### config.mk
export PLATFORM = sky130hd
export DESIGN_NAME = b01_stim_seq_flat
export DESIGN_NICKNAME = d
export VERILOG_FILES = /design/src/rtl/b01_stim_seq_if.sv /design/src/rtl/b01_stim_seq.sv /design/src/flat_wrapper.sv
export SDC_FILE = /design/constraint.sdc
export NUM_CORES = 1
export LEC_CHECK = 0
export CAP_MARGIN = 0
export CORE_AREA = 2 2 98 100
export CTS_CLUSTER_SIZE = 12
export DETAILED_ROUTE_END_ITERATION = 10
export DIE_AREA = 0 0 100 102
export PLACE_DENSITY = 0.82
export SLEW_MARGIN = 15
export SYNTH_ARGS = -nofsm -noshare
export SYNTH_HDL_FRONTEND = slang
export SYNTH_SLANG_ARGS = --single-unit
### constraint.sdc
create_clock -name clock -period 4.3 [get_ports clock]
set_input_delay 0.86 -clock clock [delete_from_list [all_inputs] [get_ports clock]]
set_output_delay 0.86 -clock clock [all_outputs]
set_load 0.02 [all_outputs]
### src/rtl/b01_stim_seq_if.sv
// Control/programming handshake between a test controller and the b01 stimulus sequencer.
interface b01_stim_seq_if #(
    parameter int AW = 4
);
    logic          prog_we;
    logic [AW-1:0] prog_addr;
    logic [2:0]    prog_data;
    logic [AW-1:0] len;
    logic          start;
    logic          abort;
    logic          busy;
    logic          done;

    modport master (
        output prog_we, prog_addr, prog_data, len, start, abort,
        input  busy, done
    );

    modport slave (
        input  prog_we, prog_addr, prog_data, len, start, abort,
        output busy, done
    );
endinterface

### src/rtl/b01_stim_seq.sv
// Stimulus sequencer and response collector for the b01 serial adder: replays a programmed
// opcode list after a DUT reset window and compacts outp/overflw into counters and a signature.
module b01_stim_seq #(
    parameter int DEPTH   = 10,
    parameter int AW      = 4,
    parameter int CNTW    = 16,
    parameter int RST_CYC = 2
) (
    input  logic             clock,
    input  logic             reset,
    b01_stim_seq_if.slave    ctl,
    output logic             dut_reset,
    output logic             line1,
    output logic             line2,
    output logic             obs,
    input  logic             outp_in,
    input  logic             overflw_in,
    output logic [CNTW-1:0]  ones_cnt,
    output logic [CNTW-1:0]  ovf_cnt,
    output logic [7:0]       sig
);

    typedef enum logic [2:0] {
        IDLE  = 3'd0,
        RST   = 3'd1,
        RUN   = 3'd2,
        DRAIN = 3'd3,
        DONE  = 3'd4
    } state_t;

    // len/pc carry one extra bit so DEPTH == 2**AW still fits
    localparam logic [AW:0] DEPTH_L  = (AW+1)'(DEPTH);
    localparam logic [3:0]  RST_LAST = 4'(RST_CYC - 1);

    logic [2:0]      mem_q [DEPTH];
    state_t          state_q;
    logic [AW:0]     len_q;
    logic [AW:0]     pc_q;
    logic [3:0]      rst_cnt_q;
    logic            busy_q;
    logic            done_q;
    logic            dut_reset_q;
    logic            line1_q;
    logic            line2_q;
    logic            obs_q;
    logic [CNTW-1:0] ones_q;
    logic [CNTW-1:0] ovf_q;
    logic [7:0]      sig_q;

    logic [AW:0]     len_d;
    logic [CNTW-1:0] ones_d;
    logic [CNTW-1:0] ovf_d;
    logic [7:0]      sig_d;
    logic            sample_s;
    logic            active_s;

    // Clamp the requested run length into 1..DEPTH
    always_comb begin
        len_d = {1'b0, ctl.len};
        if (ctl.len == {AW{1'b0}} || {1'b0, ctl.len} > DEPTH_L) begin
            len_d = DEPTH_L;
        end else begin
            len_d = {1'b0, ctl.len};
        end
    end

    // Response compaction; the first RUN edge has no response yet to sample
    always_comb begin
        active_s = (state_q == RST) || (state_q == RUN) || (state_q == DRAIN);
        sample_s = ((state_q == RUN) && (pc_q != {(AW+1){1'b0}})) || (state_q == DRAIN);
        ones_d   = ones_q;
        ovf_d    = ovf_q;
        if (outp_in && (ones_q != {CNTW{1'b1}})) begin
            ones_d = ones_q + CNTW'(1);
        end else begin
            ones_d = ones_q;
        end
        if (overflw_in && (ovf_q != {CNTW{1'b1}})) begin
            ovf_d = ovf_q + CNTW'(1);
        end else begin
            ovf_d = ovf_q;
        end
        sig_d = {sig_q[6:0], sig_q[7]} ^ {6'b000000, overflw_in, outp_in};
    end

    // Stimulus memory: writable only while idle, out-of-range addresses dropped
    always_ff @(posedge clock) begin
        if (reset && (state_q == IDLE) && ctl.prog_we && ({1'b0, ctl.prog_addr} < DEPTH_L)) begin
            mem_q[ctl.prog_addr] <= ctl.prog_data;
        end
    end

    // Run-engine FSM with registered outputs
    always_ff @(posedge clock) begin
        if (!reset) begin
            state_q     <= IDLE;
            len_q       <= {(AW+1){1'b0}};
            pc_q        <= {(AW+1){1'b0}};
            rst_cnt_q   <= 4'd0;
            busy_q      <= 1'b0;
            done_q      <= 1'b0;
            dut_reset_q <= 1'b1;
            line1_q     <= 1'b0;
            line2_q     <= 1'b0;
            obs_q       <= 1'b0;
            ones_q      <= {CNTW{1'b0}};
            ovf_q       <= {CNTW{1'b0}};
            sig_q       <= 8'h00;
        end else begin
            done_q <= 1'b0;
            if (ctl.abort && active_s) begin
                state_q     <= IDLE;
                busy_q      <= 1'b0;
                dut_reset_q <= 1'b1;
                line1_q     <= 1'b0;
                line2_q     <= 1'b0;
                obs_q       <= 1'b0;
            end else begin
                if (sample_s) begin
                    ones_q <= ones_d;
                    ovf_q  <= ovf_d;
                    sig_q  <= sig_d;
                end
                case (state_q)
                    IDLE: begin
                        if (ctl.start) begin
                            state_q     <= RST;
                            len_q       <= len_d;
                            rst_cnt_q   <= 4'd0;
                            busy_q      <= 1'b1;
                            dut_reset_q <= 1'b1;
                            ones_q      <= {CNTW{1'b0}};
                            ovf_q       <= {CNTW{1'b0}};
                            sig_q       <= 8'h00;
                        end
                    end
                    RST: begin
                        if (rst_cnt_q == RST_LAST) begin
                            state_q     <= RUN;
                            pc_q        <= {(AW+1){1'b0}};
                            dut_reset_q <= 1'b0;
                        end else begin
                            rst_cnt_q <= rst_cnt_q + 4'd1;
                        end
                    end
                    RUN: begin
                        {obs_q, line2_q, line1_q} <= mem_q[pc_q[AW-1:0]];
                        pc_q <= pc_q + (AW+1)'(1);
                        if (pc_q == len_q - (AW+1)'(1)) begin
                            state_q <= DRAIN;
                        end
                    end
                    DRAIN: begin
                        state_q     <= DONE;
                        busy_q      <= 1'b0;
                        done_q      <= 1'b1;
                        dut_reset_q <= 1'b1;
                        line1_q     <= 1'b0;
                        line2_q     <= 1'b0;
                        obs_q       <= 1'b0;
                    end
                    DONE: begin
                        state_q <= IDLE;
                    end
                    default: begin
                        state_q     <= IDLE;
                        busy_q      <= 1'b0;
                        dut_reset_q <= 1'b1;
                    end
                endcase
            end
        end
    end

    assign ctl.busy  = busy_q;
    assign ctl.done  = done_q;
    assign dut_reset = dut_reset_q;
    assign line1     = line1_q;
    assign line2     = line2_q;
    assign obs       = obs_q;
    assign ones_cnt  = ones_q;
    assign ovf_cnt   = ovf_q;
    assign sig       = sig_q;

endmodule

### src/flat_wrapper.sv
// flat-port wrapper written by rule: the top's interface ports become plain ports
module b01_stim_seq_flat 
#(
    parameter int DEPTH   = 10,
    parameter int AW      = 4,
    parameter int CNTW    = 16,
    parameter int RST_CYC = 2
)
  (clock, reset, dut_reset, line1, line2, obs, outp_in, overflw_in, ones_cnt, ovf_cnt, sig, ctl_prog_we, ctl_prog_addr, ctl_prog_data, ctl_len, ctl_start, ctl_abort, ctl_busy, ctl_done);
  b01_stim_seq_if #(.AW(AW)) ctl_i ();
  input  logic clock;
  input  logic reset;
  output logic dut_reset;
  output logic line1;
  output logic line2;
  output logic obs;
  input  logic outp_in;
  input  logic overflw_in;
  output logic [CNTW-1:0] ones_cnt;
  output logic [CNTW-1:0] ovf_cnt;
  output logic [7:0] sig;
  input wire logic [$bits(ctl_i.prog_we)-1:0] ctl_prog_we;
  input wire logic [$bits(ctl_i.prog_addr)-1:0] ctl_prog_addr;
  input wire logic [$bits(ctl_i.prog_data)-1:0] ctl_prog_data;
  input wire logic [$bits(ctl_i.len)-1:0] ctl_len;
  input wire logic [$bits(ctl_i.start)-1:0] ctl_start;
  input wire logic [$bits(ctl_i.abort)-1:0] ctl_abort;
  output wire logic [$bits(ctl_i.busy)-1:0] ctl_busy;
  output wire logic [$bits(ctl_i.done)-1:0] ctl_done;
  assign ctl_i.prog_we = ctl_prog_we;
  assign ctl_i.prog_addr = ctl_prog_addr;
  assign ctl_i.prog_data = ctl_prog_data;
  assign ctl_i.len = ctl_len;
  assign ctl_i.start = ctl_start;
  assign ctl_i.abort = ctl_abort;
  assign ctl_busy = ctl_i.busy;
  assign ctl_done = ctl_i.done;
  b01_stim_seq #(.DEPTH(DEPTH), .AW(AW), .CNTW(CNTW), .RST_CYC(RST_CYC)) u_core (.clock(clock), .reset(reset), .ctl(ctl_i), .dut_reset(dut_reset), .line1(line1), .line2(line2), .obs(obs), .outp_in(outp_in), .overflw_in(overflw_in), .ones_cnt(ones_cnt), .ovf_cnt(ovf_cnt), .sig(sig));
endmodule
# Word-level counts from Yosys, hierarchy flattened
# Memories as Yosys holds them, arrays and structs flattened. A register that Yosys moved wholly into a read port is not among the register bits.
# Index checks and enable logic that the tools add are counted.
word_totals:
  regBits: 63
  ram_bits: 30
  input_bits: 18
  out_inout_bits: 46
  wordCells: 97
  memories: 1
op_classes:
  addsub: 5
  magnitude_cmp: 2
  n_eq_ne: 12
  mux: 33
  bitwise: 5
  n_reduce_logical: 26
mem_list:
  columns: ["name", "words", "width", "rd", "rd_ports_with_merged_regs", "wr", "line", "source"]
  rows:
  - ["u_core.mem_q", 10, 3, 1, 1, 1, "b01_stim_seq.sv:35", "logic [2:0] mem_q [DEPTH];"]
ops:
  columns: ["operator", "count"]
  rows:
  - ["$mux 16", 8]
  - ["$add 16x1->16 const B", 2]
  - ["$ne 16x16->1 const B", 2]
  - ["$mux 8", 3]
  - ["$mux 4", 5]
  - ["$pmux 3 s4", 1]
  - ["$reduce_and 3->1", 4]
  - ["$pmux 5 s2", 1]
  - ["$mux 3", 3]
  - ["$ne 2x2->1 const B", 4]
  - ["$pmux 1 s2", 4]
  - ["$pmux 4 s2", 1]
  - ["$xor 8x2->8", 1]
  - ["$logic_and 1x1->1", 7]
  - ["$eq 3x2->1 const B", 2]
  - ["$reduce_bool 2->1", 3]
  - ["$add 5x1->5 const B", 1]
  - ["$eq 5x5->1", 1]
  - ["$mux 1", 5]
  - ["$mux 5", 1]
  - ["$reduce_bool 5->1", 1]
  - ["$sub 5x1->5 const B", 1]
  - ["$add 4x1->4 const B", 1]
  - ["$eq 4x1->1 const B", 1]
  - ["13 further kinds", 20]

# Longest topological paths before layout
# Gate-level depths: netlist of the first run.
logic_depth:
  word_depth: 8
  ltp_mapped: 8
  mapped_depth_nobuf: 7

# Worst setup path before layout of the first run
# OpenSTA, ideal clock, no wires.
synth_timing:
  path_kind: "in2reg"
  from: "input ctl_start"
  to: "register u_core.ones_q[4], in the netlist u_core.ones_cnt[4]"
  setup_ns: 0.114
  arrival_time_ns: 2.051
  t_required_ns: 4.186
  path_slack_ns: 2.135
  cell_stages: 6
  path_buffers: 2
  path_cell_list: "or4b_1 -> buf_2 -> and2_1 -> buf_6 -> a22o_1 -> a21o_1"
synth_between:
  elab_chain_cells: 2
synth_lines:
  columns: ["element", "line", "source"]
  rows:
  - ["start: declaration", "flat_wrapper.sv:26", "input wire logic [$bits(ctl_i.start)-1:0] ctl_start;"]
  - ["$mux 16", "b01_stim_seq.sv:126", "if (ctl.start) begin"]
  - ["$mux 16", "b01_stim_seq.sv:124", "case (state_q)"]
  - ["end signal: assignment", "b01_stim_seq.sv:106", "ones_q <= {CNTW{1'b0}};"]
  - ["end signal: assignment", "b01_stim_seq.sv:120", "ones_q <= ones_d;"]
  - ["end signal: assignment", "b01_stim_seq.sv:132", "ones_q <= {CNTW{1'b0}};"]
  - ["end: declaration", "b01_stim_seq.sv:46", "logic [CNTW-1:0] ones_q;"]
# No other way between the ends.
# A chain may end at the register's enable or synchronous reset.

# Final worst setup path of the first run
layout_timing:
  from: "input ctl_start"
  to: "register u_core.sig_q[0], in the netlist u_core.sig[0]"
layout_between:
  elab_chain_cells: 2
layout_lines:
  columns: ["element", "line", "source"]
  rows:
  - ["$mux 8", "b01_stim_seq.sv:126", null]
  - ["$mux 8", "b01_stim_seq.sv:124", null]
  - ["end signal: assignment", "b01_stim_seq.sv:122", "sig_q <= sig_d;"]
  - ["end: declaration", "b01_stim_seq.sv:48", "logic [7:0] sig_q;"]
# No other way between the ends.

==> flow_summary.ini, run 1 <==
[drt]
drc = 0
routedWlPerCell_um = 15.3
vias = 3539
postRouteAntennaNets = 0
routed_via_density = 5.68
dr.pass1.iters = 4
dr.first_iter.drc_count = 260
finalWirelength_um = 9550

[final_layout]
n_fill_cell = 785
final_nets = 532
final_layout_size_suffix_gt1_share_pct = 6.25
num_antenna_cells = 0
instances_no_fill = 623
stdcell_area_um2 = 5300
area_growth_pct = 19.3

[die]
io_pins = 64
coreArea_um2 = 9110
initial_core_util_pct = 48.8
fp.dieH_um = 102
dieWidth_um = 100
rows = 35
die_area_um2 = 10200

[yosys]
synth-async-reset-ratio_pct = 0
avgSynthCellArea_um2 = 9.89
synth_cell_types = 59
synth_flop_cell = dfxtp_1
synth_top_area_share_pct = 29.7
ys_ff_latch = 96
ys_warn_count = 0
syn_nets = 474
syn_inst = 449
yosys.area.top_type = dfxtp_1
ys_top_cells_by_area = dfxtp_1, edfxtp_1, xnor2_1
synth_area_um2 = 4440
ys_seq_area_share_pct = 50.0
synth-edff-count = 30

[sta]
worstMarginPinSlew_ps = 944
tns_ps = 0
max_freq_mhz = 365
post-route-min-period_ps = 2740
setup_violations = 0
finClkSkew_ps = 13.3
maxSlewViolCount = 0
whs_ps = 473
slew_headroom_pct = 36.2
hold_viol_final = 0
finalCritPeriodShare_pct = 63.7
rsz0062_at_grt = no

[power]
p_seq_share_pct = 59.0
combPwrFrac_pct = 8.5
peakVddDrop_v = 0.000195
pwr-share-clk_pct = 32.4
p_sw_share_pct = 24.3
power_density_nw_per_um2 = 307
p_sw_uw = 396
p_leak_uw = 0.00166
p_total_uw = 1630
intPower_uw = 1230

[cts]
cts_resized = 0
cts_setup_buffers = 0
cts_htree_levels = 3
worst_skew_pair.late_latency_ps = 360
cts_max_path_buffers = 2
cts-root-buf = clkbuf_8
ctsHoldBuffers = 0
path_clk_slew_ps = 90
cts_tree = done
numCtsBuffers = 9
clock-sinks = 96

[global_route]
grt_max_degree = 24
grt_pass1_wl_um = 15700
antenna_found_initial = 0
grt_usage_pct = 19.4
first_global_vias = 3220
grt_overflow_total = 0

[critical_path]
critical_path_buf_inv_count = 2
worstSetupPathType = in -> reg
path_max_fanout = 23
crit_path_end_kind = flip-flop
cp_slowest_cell = nand2_1
setup.worst_path.start_class = primary input
cpPeakStageDelay_ps = 620
crit_family = simple AND/OR/NAND/NOR gates
crit_path_cell_trace = clkdlybuf4s50_1 > or4b_1 > nand2_1 > buf_4 > a211oi_1
arrival_ps = 2960
cp_data_required_time_ps = 4520

[place]
placedCellCount = 607
portBuffers = 63
gp_congestion = 0.879
dp_hpwl_um = 7110
placed_cell_area_um2 = 5120

[outcome]
status = completed

[run]
drv_cap = 0

[min_path]
hp-class = reg -> reg
[path summary, 6_finish.rpt]
kind | to | cells past startpoint | slack (ps) | start
min reg2reg | u_core.dut_reset | 1 | 470 | u_core.dut_reset
max | u_core.sig[0] | 5 | 1560 | ctl_start
max reg2reg | u_core.ones_cnt[11] | 7 | 1950 | u_core.pc_q[0]
min | u_core.dut_reset | 1 | 470 | u_core.dut_reset
[per-layer routing]
metal / up-vias / wire length [µm] / track usage [%]
li1: 1752 / - / -
met1: 1675 / 4420 / 26.7
met2: 98 / 4570 / 31.3
met3: 14 / 410 / 3.35
met4: 0 / 148 / 6.43
met5: - / 0 / 0
[cell usage in the layout, fill, tap and decap left out, types with 3 or more instances in the layout]
cell and instances:
xor2_1 3, nand3_1 20, nand2b_1 10, o21ai_0 15
or3_1 8, or4_1 4, nor4_1 19, clkbuf_8 10
dfxtp_1 66, clkdlybuf4s50_1 63, inv_1 14, nor3_1 12
mux4_2 6, mux2i_1 6, a211oi_1 7, a31oi_1 3
nor2_1 47, nor2b_1 11, a22o_1 4, and4_1 4
and2_1 3, edfxtp_1 30, nand4_1 8, a21oi_1 26
nand2_1 37, ha_1 7, xnor2_1 23
[cells by family after synthesis]
family / after synthesis / share of synthesized area, %
mux: 12 / 4.39
buf+inv: 32 / 3.46
xor+xnor: 26 / 5.13
compound gates: 78 / 11.2
flops: 96 / 50.0
simple gates: 198 / 23.8
fa+ha+maj: 7 / 1.97
[sequential cells by signal (all words and copies together), names as in the netlist, 3 cells and up, named ones only]
name / cells
u_core.len_q: 4
u_core.state_q: 3
u_core.ones_cnt: 16
u_core.mem_q: 30
u_core.sig: 8
u_core.pc_q: 5
u_core.rst_cnt_q: 4
u_core.ovf_cnt: 16
[synthesized netlist by cell type, types with 10 or more instances]
cell      instances
nor4_1           19
nand3_1          20
nor3_1           12
a21oi_1          26
nor2b_1          11
nand2b_1         10
xnor2_1          23
inv_1            14
nand2_1          37
edfxtp_1         30
nor2_1           47
dfxtp_1          66
o21ai_0          15
[layout make-up]
type                    count  area, µm²  area share (%)
repair buffers             65        646            12.2
flip-flops and latches     96       2220            41.9
clock inverters             5       33.8           0.637
clock buffers              11        141            2.67
inverters                  14       52.6           0.992
multi-input cells         321       2070            39.0
well taps                 111        139            2.62
[power groups by stage]
stage                     combinational (µW)  clock, µW  sequential [µW]
final                                    139        528              960
after global routing                     154        578              963
after CTS                                139        538              960
after detailed placement                 138          0              982
after global placement                   135          0              981
after floorplan                         93.4          0              977
[through the flow]
step / worst slack (ps) / util (%)
after floorplan: 2130 / -
after global placement: 1260 / 56.3
after detailed placement: 1190 / 56.3
after CTS: 1580 / 58.2
after global routing: 1350 / 58.2
final: 1560 / 58.2
[worst reg2reg max path: stages, from the launching register on]
cell,delay (ps)
dfxtp_1,360
inv_1,110
ha_1,140
or4b_4,480
o211ai_1,710
nor4_1,200
xnor2_1,190
nor2_1,50
No activity file was read; power rests on OpenSTA's default activity.
==> inputs of run 2 (changes only) <==
==> constraint.sdc (replaced) <==
create_clock -name clock -period 2.76 [get_ports clock]
set_input_delay 0.552 -clock clock [delete_from_list [all_inputs] [get_ports clock]]
set_output_delay 0.552 -clock clock [all_outputs]
set_load 0.02 [all_outputs]
==> run 2 against run 1 <==
  * Count of clock-buffer cells in the layout rose by 1
  * First-iteration DRC count did not move
  * Utilization increased by 1.3 points
  * Cell count grew 1.6%
  * Combinational power is 65% higher
  * Worst setup slack lost 1200 ps
  * Largest power group unchanged
==> flow_summary.ini, run 2 (same netlist as run 1, synthesis figures left out) <==
[final_layout]
largest_reg_flops = 30
num_antenna_cells = 0
final_common_cell = dfxtp_1
final_cell_mix = dfxtp_1, clkdlybuf4s50_1, nor2_1
final_nets = 542
final_layout_size_suffix_gt1_share_pct = 7.66
instances_no_fill = 633
stdcell_area_um2 = 5420
area_growth_pct = 22.1
regMostFlops = u_core.mem_q

[place]
dp_hpwl_um = 7390
portBuffers = 63
placedCellCount = 617
gp_congestion = 0.878
placed_cell_area_um2 = 5210

[outcome]
status = completed

[power]
p_leak_uw = 0.00173
p_seq_share_pct = 55.9
power_density_nw_per_um2 = 494
p_total_uw = 2680
p_sw_share_pct = 23.2
p_sw_uw = 620
intPower_uw = 2060
combPwrFrac_pct = 8.6
peakVddDrop_v = 0.000270
pwr-share-clk_pct = 35.5

[sta]
post-route-min-period_ps = 2360
worstMarginPinSlew_ps = 849
hold_viol_final = 0
finClkSkew_ps = 10.3
max_freq_mhz = 423
finalCritPeriodShare_pct = 85.6
rsz0062_at_grt = no
whs_ps = 470
maxSlewViolCount = 0
tns_ps = 0
setup_violations = 0
slew_headroom_pct = 43.1

[drt]
wl_met3_um = 441
dr.pass1.iters = 5
dr.first_iter.drc_count = 260
met2_length_um = 5020
postRouteAntennaNets = 0
vias = 3615
drc = 0
wl_met1_um = 4280
routed_via_density = 5.71
routedWlPerCell_um = 15.6
routed.top_layer = met4
finalWirelength_um = 9860

[critical_path]
setup.worst_path.start_class = flip-flop
path_max_fanout = 12
crit_path_end_kind = flip-flop
crit_family = simple AND/OR/NAND/NOR gates
crit_path_cell_trace = inv_1 > ha_1 > or4b_4 > o211ai_1 > nor4_1 > xnor2_1 > nor2_1
cp_data_required_time_ps = 3020
critical_path_buf_inv_count = 1
arrival_ps = 2620
cp_slowest_cell = o211ai_1
worstSetupPathType = reg -> reg
cpPeakStageDelay_ps = 700

[die]
rows = 35
coreArea_um2 = 9110
io_pins = 64
fp.dieH_um = 102
die_area_um2 = 10200
dieWidth_um = 100
initial_core_util_pct = 48.8

[cts]
numCtsBuffers = 9
worst_skew_pair.late_latency_ps = 350
clock-sinks = 96
cts_setup_buffers = 0
cts_max_path_buffers = 2
path_clk_slew_ps = 90
cts_resized = 0
cts_tree = done
ctsHoldBuffers = 0
cts-root-buf = clkbuf_8
cts_htree_levels = 3

[global_route]
grt_usage_pct = 19.8
grt_overflow_total = 0
grt_max_degree = 17
antenna_found_initial = 0
grt_pass1_wl_um = 16300
first_global_vias = 3435

[min_path]
hp-class = reg -> reg

[run]
drv_cap = 0
==> run 2: layer usage <==
layer	up-vias	GRT usage, %
li1	1781	-
met1	1721	24.7
met2	98	35.0
met3	15	4.04
met4	0	6.01
met5	-	0
==> run 2: final timing paths <==
| kind | to | slack (ps) | start | cells after the start |
|---|---|---|---|---|
| worst max-delay path | u_core.ones_cnt[11] | 400 | u_core.pc_q[0] | 7 |
| worst min-delay path | u_core.sig[2] | 470 | u_core.sig[1] | 2 |
| worst max register to register | u_core.ones_cnt[11] | 400 | u_core.pc_q[0] | 7 |
| worst min register to register | u_core.sig[2] | 470 | u_core.sig[1] | 2 |
==> run 2: final cells by class <==
| class | instances | area, µm² |
|---|---|---|
| clock inverters | 4 | 52.6 |
| multi-input cells | 321 | 2070 |
| inverters | 14 | 52.6 |
| clock buffers | 12 | 156 |
| flip-flops and latches | 96 | 2220 |
| repair buffers | 75 | 733 |
| well taps | 111 | 139 |
| fillers | 754 | 3690 |
==> run 2: stage by stage <==
| step | worst slack, ps | utilization (%) |
|---|---|---|
| global placement | 262 | 57.2 |
| finish | 397 | 59.5 |
| CTS | 405 | 59.5 |
| floorplan | 757 | - |
| global route | 206 | 59.5 |
| detailed placement | 218 | 57.2 |
==> run 2: power groups by stage <==
stage / combinational [µW] / clock (µW) / sequential, µW
final: 230 / 949 / 1500
after detailed placement: 230 / 0 / 1530
after CTS: 232 / 973 / 1500
after floorplan: 146 / 0 / 1520
after global placement: 224 / 0 / 1530
after global routing: 257 / 1030 / 1500
==> run 2: tightest hold or removal path: stages, from the launching register on <==
cell and delay, ps:
dfxtp_1 330, nand2_1 60, a21oi_1 50
